$ cat config.mk
export PLATFORM = sky130hd
export DESIGN_NAME = bp_cfg_responder
export DESIGN_NICKNAME = d
export VERILOG_FILES = /design/src/rtl/bp_cfg_link_pkg.sv /design/src/rtl/bp_cfg_responder.sv
export SDC_FILE = /design/constraint.sdc
export NUM_CORES = 1
export LEC_CHECK = 0
export BUFFER_PORTS_ARGS = -buffer_cell sky130_fd_sc_hd__buf_2
export CAP_MARGIN = 0
export CORE_UTILIZATION = 39
export DETAILED_ROUTE_END_ITERATION = 16
export PLACE_DENSITY = 0.66
export SYNTH_ARGS = -nofsm -noshare
export SYNTH_HDL_FRONTEND = slang
export SYNTH_SLANG_ARGS = --single-unit
$ cat constraint.sdc
create_clock -name clk_i -period 4.3 [get_ports clk_i]
set_clock_uncertainty 0.2 [all_clocks]
set_input_delay 0.215 -clock clk_i [delete_from_list [all_inputs] [get_ports clk_i]]
set_output_delay 0.215 -clock clk_i [all_outputs]
set_load 0.03 [all_outputs]
$ cat src/rtl/bp_cfg_link_pkg.sv
// Shared definitions for the per-core config bus link.
// Holds the bus field widths, the config register address map, the cache
// mode encodings and the command/response record layouts used by the
// host-side loader and by each tile's bp_cfg_responder.
package bp_cfg_link_pkg;

  localparam int cfg_core_width_lp = 8;
  localparam int cfg_addr_width_lp = 16;
  localparam int cfg_data_width_lp = 64;

  // Config register address map
  typedef enum logic [cfg_addr_width_lp-1:0] {
    e_cfg_freeze      = 16'h0000,
    e_cfg_core_id     = 16'h0001,
    e_cfg_icache_mode = 16'h0002,
    e_cfg_dcache_mode = 16'h0003,
    e_cfg_cce_mode    = 16'h0004,
    e_cfg_scratch     = 16'h0005
  } bp_cfg_reg_e;

  // Cache mode encodings carried in the icache/dcache mode registers
  typedef enum logic [1:0] {
    e_normal   = 2'd0,
    e_uncached = 2'd1,
    e_nonspec  = 2'd2
  } bp_cache_mode_e;

  typedef struct packed {
    logic                         w;
    logic [cfg_core_width_lp-1:0] core;
    logic [cfg_addr_width_lp-1:0] addr;
    logic [cfg_data_width_lp-1:0] data;
  } bp_cfg_cmd_s;

  typedef struct packed {
    logic                         w;
    logic                         err;
    logic [cfg_data_width_lp-1:0] data;
  } bp_cfg_resp_s;

endpackage

$ cat src/rtl/bp_cfg_responder.sv
// Per-core config bus endpoint.
// Decodes {core, addr, w, data} commands from the host config loader, owns
// this core's config registers (freeze, icache/dcache mode, cce mode,
// scratch) and returns a read-data or write-ack response on a valid/ready
// channel. Broadcast writes (core id all-ones) are applied silently; reads
// and writes for other cores are consumed without effect.
//
// Ports:
//   clk_i, reset_i       clock, asynchronous active-high reset
//   my_core_i            this tile's core id (static after reset)
//   cfg_v_i/cfg_ready_o  command handshake
//   cfg_w_i, cfg_core_i, cfg_addr_i, cfg_data_i   command fields
//   resp_v_o/resp_ready_i  response handshake
//   resp_w_o, resp_err_o, resp_data_o            response fields
//   freeze_o, icache_mode_o, dcache_mode_o, cce_mode_o  register outputs
module bp_cfg_responder
  import bp_cfg_link_pkg::*;
#(
  parameter int cfg_core_width_p = cfg_core_width_lp,
  parameter int cfg_addr_width_p = cfg_addr_width_lp,
  parameter int cfg_data_width_p = cfg_data_width_lp
) (
  input  logic                        clk_i,
  input  logic                        reset_i,
  input  logic [cfg_core_width_p-1:0] my_core_i,

  input  logic                        cfg_v_i,
  output logic                        cfg_ready_o,
  input  logic                        cfg_w_i,
  input  logic [cfg_core_width_p-1:0] cfg_core_i,
  input  logic [cfg_addr_width_p-1:0] cfg_addr_i,
  input  logic [cfg_data_width_p-1:0] cfg_data_i,

  output logic                        resp_v_o,
  input  logic                        resp_ready_i,
  output logic                        resp_w_o,
  output logic                        resp_err_o,
  output logic [cfg_data_width_p-1:0] resp_data_o,

  output logic                        freeze_o,
  output logic [1:0]                  icache_mode_o,
  output logic [1:0]                  dcache_mode_o,
  output logic                        cce_mode_o
);

  typedef enum logic [0:0] {
    e_ready = 1'b0,
    e_resp  = 1'b1
  } state_e;

  state_e                      state_r;
  logic                        freeze_r;
  logic [1:0]                  icache_mode_r;
  logic [1:0]                  dcache_mode_r;
  logic                        cce_mode_r;
  logic [63:0]                 scratch_r;

  logic                        resp_v_r;
  logic                        resp_w_r;
  logic                        resp_err_r;
  logic [cfg_data_width_p-1:0] resp_data_r;

  logic                        accept_s;
  logic                        bcast_s;
  logic                        match_s;
  logic                        addr_ok_s;
  logic                        writable_s;
  logic                        wr_en_s;
  logic                        resp_load_s;
  logic [cfg_data_width_p-1:0] rd_data_s;

  // Ready is a straight decode of the state flop, independent of resp_ready_i
  assign cfg_ready_o = (state_r == e_ready);
  assign accept_s    = cfg_v_i & cfg_ready_o;

  // Broadcast takes precedence so an all-ones local id never produces a response
  assign bcast_s     = &cfg_core_i;
  assign match_s     = (cfg_core_i == my_core_i) & ~bcast_s;

  assign wr_en_s     = accept_s & cfg_w_i & (match_s | bcast_s) & writable_s;
  assign resp_load_s = accept_s & match_s;

  // Address decode: read data (zero-extended), mapped and writable flags
  always_comb begin
    rd_data_s  = '0;
    addr_ok_s  = 1'b0;
    writable_s = 1'b0;
    case (cfg_addr_i)
      e_cfg_freeze: begin
        rd_data_s[0] = freeze_r;
        addr_ok_s    = 1'b1;
        writable_s   = 1'b1;
      end
      e_cfg_core_id: begin
        rd_data_s  = {{(cfg_data_width_p-cfg_core_width_p){1'b0}}, my_core_i};
        addr_ok_s  = 1'b1;
        writable_s = 1'b0;
      end
      e_cfg_icache_mode: begin
        rd_data_s[1:0] = icache_mode_r;
        addr_ok_s      = 1'b1;
        writable_s     = 1'b1;
      end
      e_cfg_dcache_mode: begin
        rd_data_s[1:0] = dcache_mode_r;
        addr_ok_s      = 1'b1;
        writable_s     = 1'b1;
      end
      e_cfg_cce_mode: begin
        rd_data_s[0] = cce_mode_r;
        addr_ok_s    = 1'b1;
        writable_s   = 1'b1;
      end
      e_cfg_scratch: begin
        rd_data_s  = scratch_r;
        addr_ok_s  = 1'b1;
        writable_s = 1'b1;
      end
      default: begin
        rd_data_s  = '0;
        addr_ok_s  = 1'b0;
        writable_s = 1'b0;
      end
    endcase
  end

  // Config register file; writes keep only the low bits of the data word
  always_ff @(posedge clk_i or posedge reset_i) begin
    if (reset_i) begin
      freeze_r      <= 1'b1;
      icache_mode_r <= 2'b00;
      dcache_mode_r <= 2'b00;
      cce_mode_r    <= 1'b0;
      scratch_r     <= 64'h0;
    end else if (wr_en_s) begin
      case (cfg_addr_i)
        e_cfg_freeze:      freeze_r      <= cfg_data_i[0];
        e_cfg_icache_mode: icache_mode_r <= cfg_data_i[1:0];
        e_cfg_dcache_mode: dcache_mode_r <= cfg_data_i[1:0];
        e_cfg_cce_mode:    cce_mode_r    <= cfg_data_i[0];
        e_cfg_scratch:     scratch_r     <= cfg_data_i[63:0];
        default: begin
          freeze_r      <= freeze_r;
          icache_mode_r <= icache_mode_r;
          dcache_mode_r <= dcache_mode_r;
          cce_mode_r    <= cce_mode_r;
          scratch_r     <= scratch_r;
        end
      endcase
    end
  end

  // Response FSM; read data is captured at the accept edge and held until taken
  always_ff @(posedge clk_i or posedge reset_i) begin
    if (reset_i) begin
      state_r     <= e_ready;
      resp_v_r    <= 1'b0;
      resp_w_r    <= 1'b0;
      resp_err_r  <= 1'b0;
      resp_data_r <= '0;
    end else begin
      case (state_r)
        e_ready: begin
          if (resp_load_s) begin
            state_r     <= e_resp;
            resp_v_r    <= 1'b1;
            resp_w_r    <= cfg_w_i;
            resp_err_r  <= cfg_w_i ? ~writable_s : ~addr_ok_s;
            resp_data_r <= (cfg_w_i | ~addr_ok_s) ? '0 : rd_data_s;
          end
        end
        e_resp: begin
          if (resp_ready_i) begin
            state_r     <= e_ready;
            resp_v_r    <= 1'b0;
            resp_w_r    <= 1'b0;
            resp_err_r  <= 1'b0;
            resp_data_r <= '0;
          end
        end
        default: begin
          state_r  <= e_ready;
          resp_v_r <= 1'b0;
        end
      endcase
    end
  end

  assign resp_v_o      = resp_v_r;
  assign resp_w_o      = resp_w_r;
  assign resp_err_o    = resp_err_r;
  assign resp_data_o   = resp_data_r;

  assign freeze_o      = freeze_r;
  assign icache_mode_o = icache_mode_r;
  assign dcache_mode_o = dcache_mode_r;
  assign cce_mode_o    = cce_mode_r;

endmodule
Word level (Yosys, flattened, before mapping)
Cells that the tools add are included.

Register bits: 138. Bits of input ports: 101. Output and inout port bits: 74. Logic and storage cells: 60.

Equality and inequality tests: 8. Multiplexer cells: 20. Bitwise gates (word level): 12. Reductions and logical operators: 10.

Operators with widths (number): 64-bit two-way mux (3); 64-bit case mux with 2 select lines (1); 62-bit case mux with 2 select lines (1); 16-bit by 2-bit equality test with 1-bit output (second input constant) (2); 16-bit by 3-bit equality test with 1-bit output (second input constant) (2); 16-bit by 1-bit equality test with 1-bit output (second input constant) (1); 16-bit logical NOT (1); 2-bit AND reduction (6); 1-bit two-way mux (9); 8-bit equality test (1); 1-bit case mux with 2 select lines (4); 8-bit AND reduction (1); 1-bit bitwise AND (6); 1-bit case mux with 6 select lines (1); 6-bit OR reduction (1); 5-bit OR reduction (1); 1-bit NOT (4); 1-bit case mux with 4 select lines (1); 2-bit by 1-bit != test with 1-bit output (second input constant) (1); 2-bit != test (second input constant) (1); 1-bit bitwise OR (2).

Logic depth before layout (Yosys ltp)
Gate-level depths: netlist of the first run.

Depth after elaboration: 8. Gate-level depth with buffers: 7. Mapped depth without buffers: 5.

Least setup slack after synthesis of the first run
Ideal clock, no wire load.

Path type: in2reg. From: input cfg_addr_i[3]. To: register scratch_r[38]. Library setup time: 0.125 ns. Data arrival time: 1.917 ns. Data required time: 3.975 ns. Slack: 2.058 ns. Stages: 7. Path buffers: 2. Cells stage by stage: nor4_1 > nand4_1 > or2_0 > buf_2 > nor3_4 > buf_6 > mux2_2.

Word-level cells in the longest chain between the ends: 5. Elaborated cells on any way between the ends: 9. Classes of those cells: eq/ne (4); mux (1); bitwise (1); reduce/logical (3).

RTL lines: from (decl) (line bp_cfg_responder.sv:31) `input logic [cfg_addr_width_p-1:0] cfg_addr_i,`; 16-bit by 3-bit equality test with 1-bit output (tied with other cells) (line bp_cfg_responder.sv:88, bp_cfg_responder.sv:136); 5-bit OR reduction (no source line); 1-bit two-way mux (line bp_cfg_responder.sv:88) `case (cfg_addr_i)`; 1-bit bitwise AND (line bp_cfg_responder.sv:80) `assign wr_en_s = accept_s & cfg_w_i & (match_s | bcast_s) & writable_s;`; 2-bit AND reduction (no source line) (*); to (signal assigned) (line bp_cfg_responder.sv:141) `e_cfg_scratch: scratch_r <= cfg_data_i[63:0];`; to (signal assigned) (line bp_cfg_responder.sv:147) `scratch_r <= scratch_r;`; to (decl) (line bp_cfg_responder.sv:56) `logic [63:0] scratch_r;`.

Every way passes the cells marked *; elsewhere a longest branch is shown, timed or not. A chain may end at the register's enable or synchronous reset.

Worst setup path after layout of the first run
From: input my_core_i[5]. To: register resp_data_r[18], in the netlist resp_data_o[18].

Word-level cells in the longest chain between the ends: 5.

RTL lines: from (decl) (line bp_cfg_responder.sv:25) `input logic [cfg_core_width_p-1:0] my_core_i,`; 8-bit equality test (line bp_cfg_responder.sv:78) `assign match_s = (cfg_core_i == my_core_i) & ~bcast_s;`; 1-bit bitwise AND (line bp_cfg_responder.sv:78); 1-bit bitwise AND (line bp_cfg_responder.sv:81) `assign resp_load_s = accept_s & match_s;`; 2-bit by 1-bit != test with 1-bit output (no source line); 2-bit AND reduction (no source line); to (signal assigned) (line bp_cfg_responder.sv:169) `resp_data_r <= (cfg_w_i | ~addr_ok_s) ? '0 : rd_data_s;`; to (decl) (line bp_cfg_responder.sv:61) `logic [cfg_data_width_p-1:0] resp_data_r;`.

Every way passes these cells.

==> results by group, run 1 <==
Global routing
  • Global route overflow: 0
  • Initial antenna violation count: 0
  • Overall Global Routing Usage: 18.74%
  • Largest net degree at the start of global routing: 115
  • First-pass GRT wire length: 20570 um
  • Vias in the first global route: 4096

STA
  • Setup TNS: 0 ns
  • Final Critical Period: 2.905 ns
  • Final Hold Viols: 0
  • Endpoints failing setup: 0
  • RSZ-0062 raised after global routing: false
  • Least-Margin Pin Slew: 0.9892 ns
  • Max_slew headroom: 34.05%
  • Fin Hold WS: 0.06831 ns
  • Pins Over Slew Limit: 0
  • Period Utilization, post-route: 67.56%
  • Max Fclk: 344.2 MHz

Setup path
  • R2R depth: 5
  • Crit Reg-Reg Endpoint: resp_data_o[18]
  • Nature of the critical path endpoint: flop
  • Worst path slowest cell: dlygate4sd3_1
  • Reg2reg start: state_r
  • Top delay family on crit path: simple AND/OR/NAND/NOR gates
  • CP Launch Type: input pin
  • WP buf/inv: 3
  • Worst EP required: 4.39 ns
  • Crit-path cells: dlygate4sd3_1, buf_2, xor2_1, nor4_1, nand4b_1, and2_2, buf_4, a22o_1
  • Crit path DAT: 3.00 ns
  • Worst setup path category: input pin to flop
  • Crit-path max cell delay: 0.53 ns
  • Max FO, Critical Path: 37
  • R2R Setup Slk: 1.91 ns

Synth
  • Post-Syn Nets: 461
  • Mapped Cells: 360
  • Avg Cell Area, Syn: 15.04 um2
  • Register bit total from synthesis: 138
  • Post-Syn Area: 0.005414 mm2
  • Top cell type's share of synthesized area: 63.32%
  • Register area share after synthesis: 63.81%
  • YS warnings: 0
  • Largest cells by area after synthesis: dfrtp_1 63%, mux2_2 14%, a22o_1 9.4%
  • Distinct cells, synth: 35
  • Yosys top cell by area: dfrtp_1

Outcome
  • Status: finished clean

Detailed routing
  • Vias per cell: 4.980
  • Number of DRC markers in iteration 0: 313
  • Avg WL per Cell: 16.04 um
  • Final WL: 12720 um
  • Residual DRC count: 0
  • Routed Antenna Nets: 0
  • TritonRoute pass-1 iters: 4
  • Vias: 3949

Power and ir drop
  • P_leak: 4.066 nW
  • Pint: 2.204 mW
  • Clock power share: 47.2%
  • Seq pwr share: 46.8%
  • Sw Ratio: 21.04%
  • P_sw: 587.2 uW
  • Comb power frac: 6.0%
  • Power per cell area: 364.4 mW/mm2
  • Worst ir drop on vdd: 0.2357 mV

Layout
  • Post-layout nets: 708
  • Layout cells sized above 1: 45.06%
  • Area grow syn2layout: 41.48%
  • Diodes inserted: 0

Worst hold path
  • Worst Hold Path Cells: 3
  • Hold EP: resp_data_o[0]
  • Hold WC Path Type: input pin to flop
  • Min-delay src: cfg_w_i

Clocking
  • H-tree levels: 4
  • Worst-path clk slew: 0.06 ns
  • CTS tree: done
  • Post-CTS Setup Inserts: 0
  • Clk sinks: 138
  • CTS Buf Count: 17
  • CTS root buf: clkbuf_16
  • Clk_lat worst skew: 0.41 ns
  • Maximum clock path buffer count: 2
  • Post_cts resized: 0

Floorplan
  • I/O pins: 175
  • Die width: 119.8 um
  • Die H: 119.8 um
  • Floorplan row count: 42
  • Starting Density: 40.40%
  • Die area: 0.01436 mm2
  • Core Region: 0.01340 mm2

Placed design
  • Gp weighted congestion: 0.7827
  • Hpwl dp: 8305 um
  • Port buffer count: 174

Run
  • Max Cap Viol: 0
[layer usage]
layer  routed length [um]  part of all wire, %  track usage, %  vias up
met1                 5438                   43           23.41     1956
met3                  628                  4.9           5.133       24
met5                    0                    0               0        -
met2                 6403                   50           30.89      135
li1                     -                    -               -     1834
met4                  250                  2.0           7.187        0
[layout by cell type, fill, tap and decap left out, drive strengths merged, types with 2 or more instances in the layout]
cell         netlist  routed
dlygate4sd3        0      72
nor2b              2       2
nand2b             2       2
nor4               7       7
mux2              71      71
clkinv             0       5
mux2i              8       8
xor2               8       8
dfrtp            137     137
nand2              6       6
a22o              58      58
clkinvlp           0       2
buf               16     180
o2bb2ai            7       7
nand4b             2       2
nor2               3       3
clkbuf             8      21
nand4              3       3
o21ai              2       2
inv                3       3
nor3               4       4
[kinds of logic (layout without fill, tap and decap cells)]
| kind of cell | after synthesis | after routing | synth area share [%] |
|---|---|---|---|
| AO/OA/AOI/OAI | 73 | 73 | 11.60 |
| XOR/XNOR | 8 | 8 | 1.294 |
| buffers and inverters | 27 | 284 | 3.120 |
| flip-flops | 138 | 138 | 63.81 |
| multiplexers | 79 | 79 | 16.25 |
| AND/OR/NAND/NOR | 35 | 35 | 3.929 |
[metrics by stage]
| stage | util (%) | cell area (um2) | power [mW] | std cells | setup WS [ns] |
|---|---|---|---|---|---|
| 6_report | 57.16 | 7660 | 2.791 | 793 | 1.395 |
| 3_3_place_gp | 47.80 | 6405 | 1.443 | 692 | 1.621 |
| 5_1_grt | 57.16 | 7660 | 2.902 | 793 | 1.218 |
| 3_5_place_dp | 47.80 | 6405 | 1.446 | 692 | 1.521 |
| 2_1_floorplan | - | 5414 | 1.378 | 360 | 0.1905 |
| 4_1_cts | 57.16 | 7660 | 2.825 | 793 | 1.416 |
[area by class of cell]
class	instances	area, um2
Clock inverter	8	73.82
Multi-Input combinational cell	195	1798
Tap cell	176	220.2
Clock buffer	21	460.4
Timing Repair Buffer	252	1637
Inverter	3	16.27
Sequential cell	138	3455
Fill cell	1108	5741
[sequential cells by signal, summed over array words and instances, names as in the netlist]
name,count
state_r,1
resp_err_o,1
icache_mode_o,2
cce_mode_o,1
resp_data_o,64
scratch_r,64
resp_w_o,1
dcache_mode_o,2
resp_v_o,1
freeze_o,1
[tightest hold or removal path: cells and delay by family]
| kind | cells | cell delay, ns |
|---|---|---|
| compound gates | 1 | 0.18 |
| simple gates | 1 | 0.09 |
| buf+inv | 1 | 0.15 |
[cell usage after synthesis]
master and instances:
a21oi_1 1, a221oi_1 1, a22o_1 58, a22oi_1 1, a2bb2o_1 1, and2_1 1, buf_2 6, buf_4 4
buf_6 6, clkbuf_1 8, dfrtp_1 137, dfstp_2 1, inv_1 3, mux2_1 5, mux2_2 66, mux2i_1 8
nand2_1 6, nand2b_1 2, nand3_1 1, nand4_1 3, nand4b_1 2, nor2_1 3, nor2b_1 2, nor3_1 3
nor3_4 1, nor4_1 7, nor4b_1 1, o21ai_0 2, o221ai_1 1, o22a_1 1, o2bb2ai_1 7, or2_0 1
or3_1 1, or4b_1 1, xor2_1 8
[power groups by stage]
stage,combinational [mW],clock [mW],sequential (mW)
after global routing,0.183,1.41,1.31
after floorplan,0.0422,0,1.34
after detailed placement,0.117,0,1.33
after CTS,0.168,1.35,1.31
after global placement,0.115,0,1.33
final,0.166,1.32,1.31
[how the worst max path moves through the flow]
| stage | start | to | slack [ns] | cells after the start |
|---|---|---|---|---|
| 2_1_floorplan | reset_i | cce_mode_o | 0.19 | 1 |
| 3_3_place_gp | my_core_i[5] | resp_data_o[18] | 1.62 | 7 |
| 3_5_place_dp | my_core_i[5] | resp_data_o[36] | 1.52 | 7 |
| 4_1_cts | my_core_i[5] | resp_data_o[18] | 1.42 | 8 |
| 5_1_grt | my_core_i[5] | resp_data_o[18] | 1.22 | 8 |
| 6_report | my_core_i[5] | resp_data_o[18] | 1.39 | 8 |
[repair_timing]
| item | 4_1_cts | 5_1_grt |
|---|---|---|
| endpoints found under the hold margin | 190 | 0 |
| hold buffers | 72 | 0 |
| endpoints found under the setup margin | 0 | 0 |
Note: power is estimated with default switching activity, not from simulation.
==> run 2, diff against run 1 <==
PLACE_DENSITY = default   (was 0.66)
clock period = 2.7 ns   (was 4.3 ns; I/O delays follow)
==> run 2 against run 1 <==
Net effect: final cell count increased by 1.4%; hold slack lost 0.044 ns; clock-buffer cell count did not move; highest routed layer unchanged.
==> results by group, run 2 (same netlist as run 1, synthesis figures left out) <==
Global routing
  • Global route overflow: 0
  • Overall Global Routing Usage: 19.35%
  • Largest net degree at the start of global routing: 139
  • First-pass GRT wire length: 21270 um
  • Initial antenna violation count: 0
  • Vias in the first global route: 4215

Clocking
  • Clk sinks: 138
  • Maximum clock path buffer count: 2
  • Worst-path clk slew: 0.06 ns
  • H-tree levels: 4
  • CTS tree: done
  • CTS Buf Count: 17
  • CTS root buf: clkbuf_16
  • Clk_lat worst skew: 0.42 ns

Setup path
  • Crit-path cells: dlygate4sd3_1, buf_2, xor2_1, nor4_1, a21oi_1, nor3_4, buf_4, mux2_2
  • Max FO, Critical Path: 21
  • Worst path slowest cell: dlygate4sd3_1
  • Worst setup path category: input pin to flop
  • Crit path DAT: 2.60 ns
  • Crit-path max cell delay: 0.54 ns
  • Worst EP required: 2.79 ns
  • Nature of the critical path endpoint: flop
  • CP Launch Type: input pin

Power and ir drop
  • P_leak: 4.133 nW
  • Worst ir drop on vdd: 0.4260 mV
  • Total power: 4.522 mW
  • Power per cell area: 579.4 mW/mm2

Placed design
  • Hpwl dp: 8181 um
  • Gp weighted congestion: 0.7568
  • Port buffer count: 174
  • Area after DPL: 0.006484 mm2

Layout
  • Area grow syn2layout: 44.16%
  • Filler cells: 1078
  • Fin util: 58.24%
  • Layout cells sized above 1: 45.70%
  • Commonest non-fill, non-tap cell in the layout: buf_2
  • Final Cell Area: 0.007805 mm2
  • Post-layout nets: 716
  • Commonest non-fill, non-tap cells in the layout: 174 x buf_2, 137 x dfrtp_1, 74 x dlygate4sd3_1, 66 x mux2_2, 58 x a22o_1
  • Diodes inserted: 0

STA
  • Max Fclk: 399.5 MHz
  • Least-Margin Pin Slew: 0.7101 ns
  • Fin Hold WS: 0.02467 ns
  • Final Critical Period: 2.503 ns
  • Max_slew headroom: 52.66%
  • Period Utilization, post-route: 92.71%
  • Endpoints failing setup: 0
  • RSZ-0062 raised after global routing: false
  • Final Hold Viols: 0
  • Setup TNS: 0 ns
  • Pins Over Slew Limit: 0

Detailed routing
  • Routed Antenna Nets: 0
  • Residual DRC count: 0
  • Avg WL per Cell: 16.29 um
  • Final WL: 13100 um
  • Vias per cell: 4.944
  • TritonRoute pass-1 iters: 5
  • Number of DRC markers in iteration 0: 253
  • Vias: 3975

Floorplan
  • Starting Density: 40.40%
  • Floorplan row count: 42
  • I/O pins: 175
  • Die width: 119.8 um
  • Die H: 119.8 um
  • Core Region: 0.01340 mm2
  • Die area: 0.01436 mm2

Run
  • Max Cap Viol: 0

Outcome
  • Status: finished clean

Worst hold path
  • Hold WC Path Type: input pin to flop
==> run 2: metrics by stage <==
stage | setup slack, ns | std cells
6_report | 0.1968 | 804
5_1_grt | 0.006500 | 804
4_1_cts | 0.1313 | 802
3_5_place_dp | 0.2494 | 696
3_3_place_gp | 0.3005 | 696
2_1_floorplan | 0.5384 | 360
==> run 2: cell type report <==
type / instances / area, um2 / share of cell area [%]
Clock inverter: 11 / 96.34 / 1.234
Inverter: 3 / 15.01 / 0.1924
Multi-Input combinational cell: 195 / 1807 / 23.15
Timing Repair Buffer: 260 / 1752 / 22.44
Sequential cell: 138 / 3455 / 44.26
Clock buffer: 21 / 460.4 / 5.899
Tap cell: 176 / 220.2 / 2.821
==> run 2: routing by layer <==
metal  share of wire, %  GRT usage, %  vias to the layer above
met5                  0             0                        -
li1                   -             -                     1852
met4                2.1         8.516                        0
met1                 43         24.22                     1960
met2                 48         30.92                      145
met3                6.4         5.846                       18
==> run 2: where the power goes <==
part / internal (mW) / switching (mW) / total (mW)
Combinational: 0.148 / 0.126 / 0.274
Clock: 1.31 / 0.860 / 2.17
Sequential: 2.08 / 0.00354 / 2.08
Total: 3.53 / 0.989 / 4.52
==> run 2: final timing paths <==
| check | slack (ns) | to | start | cells past startpoint |
|---|---|---|---|---|
| setup / recovery | 0.20 | scratch_r[13] | my_core_i[2] | 8 |
| hold / removal | 0.02 | resp_data_o[1] | my_core_i[1] | 4 |
| setup reg to reg | 0.46 | scratch_r[13] | state_r | 6 |
| hold reg to reg | 0.28 | resp_v_o | resp_v_o | 2 |
| max in group asynchronous | 1.51 | scratch_r[4] | reset_i | 4 |
| min in group asynchronous | 0.28 | scratch_r[40] | reset_i | 4 |
==> run 2: worst max-delay path: cells and delay by family <==
kind                      cells  cell delay [ns]
buffers and inverters         3             1.02
and+or+nand+nor               2             0.64
muxes                         1             0.38
AOI/OAI and AO/OA             1             0.25
xor gates and xnor gates      1             0.15
==> run 2: repair_timing <==
item,in CTS,in global routing
endpoints found under the hold margin,218,0
gates resized for setup,0,1
setup endpoints to repair,0,51
hold buffers,74,0
setup buffers,0,2
==> run 3, diff against run 2 <==
PLACE_DENSITY = 0.66   (was default)
clock period = 2 ns   (was 2.7 ns; I/O delays follow)
==> run 3 against run 2 <==
Net effect: the run now ends with setup timing left; non-clock buffer count rose by 52; sequential share of layout area fell by 5.3 points; register-to-register slack got worse by 0.53 ns; sequential cell count did not move; routed wire length rose by 29%; clock power rose by 41%; combinational power rose by 55%; largest power group unchanged; cell area rose by 14%; setup slack got worse by 0.27 ns.
==> results by group, run 3 (same netlist as run 1, synthesis figures left out) <==
Clocking
  • Maximum clock path buffer count: 2
  • Worst-path clk slew: 0.06 ns
  • H-tree levels: 4
  • Clk_lat worst skew: 0.41 ns
  • CTS root buf: clkbuf_16
  • CTS Buf Count: 17
  • CTS tree: done
  • Clk sinks: 138

Detailed routing
  • Residual DRC count: 0
  • Vias per cell: 5.167
  • TritonRoute pass-1 iters: 4
  • Final WL: 16870 um
  • Routed Antenna Nets: 0
  • Vias: 4423
  • Number of DRC markers in iteration 0: 258
  • Avg WL per Cell: 19.71 um

STA
  • Pins Over Slew Limit: 0
  • Max Fclk: 482.6 MHz
  • RSZ-0062 raised after global routing: true
  • Fin Hold WS: 0.05504 ns
  • Final Hold Viols: 0
  • Max_slew headroom: 65.69%
  • Setup TNS: -3.893 ns
  • Least-Margin Pin Slew: 0.5135 ns
  • Final worst slack: -0.07224 ns
  • Endpoints failing setup: 100
  • Period Utilization, post-route: 103.6%
  • Final Critical Period: 2.072 ns

Power and ir drop
  • Power per cell area: 709.1 mW/mm2
  • P_leak: 4.606 nW
  • Worst ir drop on vdd: 0.6699 mV

Layout
  • Commonest non-fill, non-tap cells in the layout: 174 x buf_2, 137 x dfrtp_1, 75 x dlygate4sd3_1, 58 x a22o_1, 40 x mux2_4
  • Multi-input logic area: 0.002038 mm2
  • Post-layout nets: 769
  • Final Cell Area: 0.008874 mm2
  • Filler cells: 965
  • Diodes inserted: 0
  • Area grow syn2layout: 63.90%
  • Layout cells sized above 1: 51.47%
  • Commonest non-fill, non-tap cell in the layout: buf_2
  • FF/Latch Area: 0.003455 mm2

Setup path
  • Nature of the critical path endpoint: flop
  • CP Launch Type: flop
  • Worst setup path category: flop to flop
  • Max FO, Critical Path: 8
  • Worst EP required: 2.10 ns
  • Crit path DAT: 2.17 ns

Placed design
  • Worst slack at placement: -0.3868 ns
  • Gp weighted congestion: 0.9043
  • Hpwl dp: 8794 um
  • Area after DPL: 0.006706 mm2
  • Port buffer count: 174

Global routing
  • Initial antenna violation count: 0
  • Vias in the first global route: 4637
  • First-pass GRT wire length: 23970 um
  • Global route overflow: 0
  • Largest net degree at the start of global routing: 65
  • Overall Global Routing Usage: 21.97%

Floorplan
  • I/O pins: 175
  • Starting Density: 40.40%
  • Core Region: 0.01340 mm2
  • Floorplan row count: 42
  • Die width: 119.8 um
  • Die area: 0.01436 mm2
  • Die H: 119.8 um

Run
  • Max Cap Viol: 0

Worst hold path
  • Hold WC Path Type: input pin to flop

Outcome
  • Status: complete, but fails checks
  • Failing checks: setup timing
==> run 3: changes by cell type in the layout (fill, tap and decap cells not counted), sizes merged <==
cell / delta
dlygate4sd3: +1
inv: -1
clkbuf: +16
clkinvlp: -1
buf: +38
clkinv: -3
and2: +1
bufinv: +1
==> run 3: per-stage QoR <==
stage          std cells  power (mW)  util, %
2_1_floorplan        360       2.963        -
3_3_place_gp         719       3.137    50.05
3_5_place_dp         719       3.145    50.05
4_1_cts              836       6.318    62.27
5_1_grt              856       6.507    66.22
6_report             856       6.292    66.22
==> run 3: cell type report <==
type | instances | area share, %
clock inverters | 7 | 1.029
inverters | 3 | 0.1692
well taps | 176 | 2.482
flip-flops and latches | 138 | 38.93
clock buffers | 24 | 5.429
repair buffers | 312 | 28.99
multi-input cells | 196 | 22.97
==> run 3: worst paths after layout <==
path	from	end	slack, ns	cells after the start
max	state_r	scratch_r[21]	-0.07	7
min	cfg_addr_i[0]	cce_mode_o	0.06	4
max reg2reg	state_r	scratch_r[21]	-0.07	7
min reg2reg	resp_v_o	resp_v_o	0.28	2
max in group asynchronous	reset_i	resp_data_o[31]	0.79	4
min in group asynchronous	reset_i	scratch_r[52]	0.11	3
==> run 3: routing by layer <==
layer / up-vias / track usage [%] / share of wire (%) / routed length (um)
met1: 2257 / 27.42 / 43 / 7297
met3: 33 / 5.228 / 4.9 / 828
li1: 1965 / - / - / -
met4: 0 / 8.125 / 2.0 / 334
met2: 168 / 37.03 / 50 / 8413
met5: - / 0 / 0 / 0
==> run 3: power by group <==
| part | switching [mW] | internal [mW] | leakage (nW) |
|---|---|---|---|
| sequential | 0.00596 | 2.80 | 1.92 |
| clock | 1.14 | 1.92 | 0.280 |
| combinational | 0.193 | 0.232 | 2.40 |
| total | 1.33 | 4.96 | 4.61 |
==> run 3: repair_timing <==
item	CTS	global route
hold buffers	75	0
gates cloned	5	17
endpoints found under the hold margin	219	0
buffers inserted	7	5
endpoints found under the setup margin	131	131
gates resized for setup	37	36
pin swaps	3	29
==> run 3: critical path, stage by stage, from the launching register on <==
cell	delay (ns)
dfrtp_1	0.40
nor2b_2	0.16
nand2_1	0.07
or2_4	0.25
nor3_4	0.18
buf_12	0.20
clkbuf_16	0.17
mux2_2	0.33
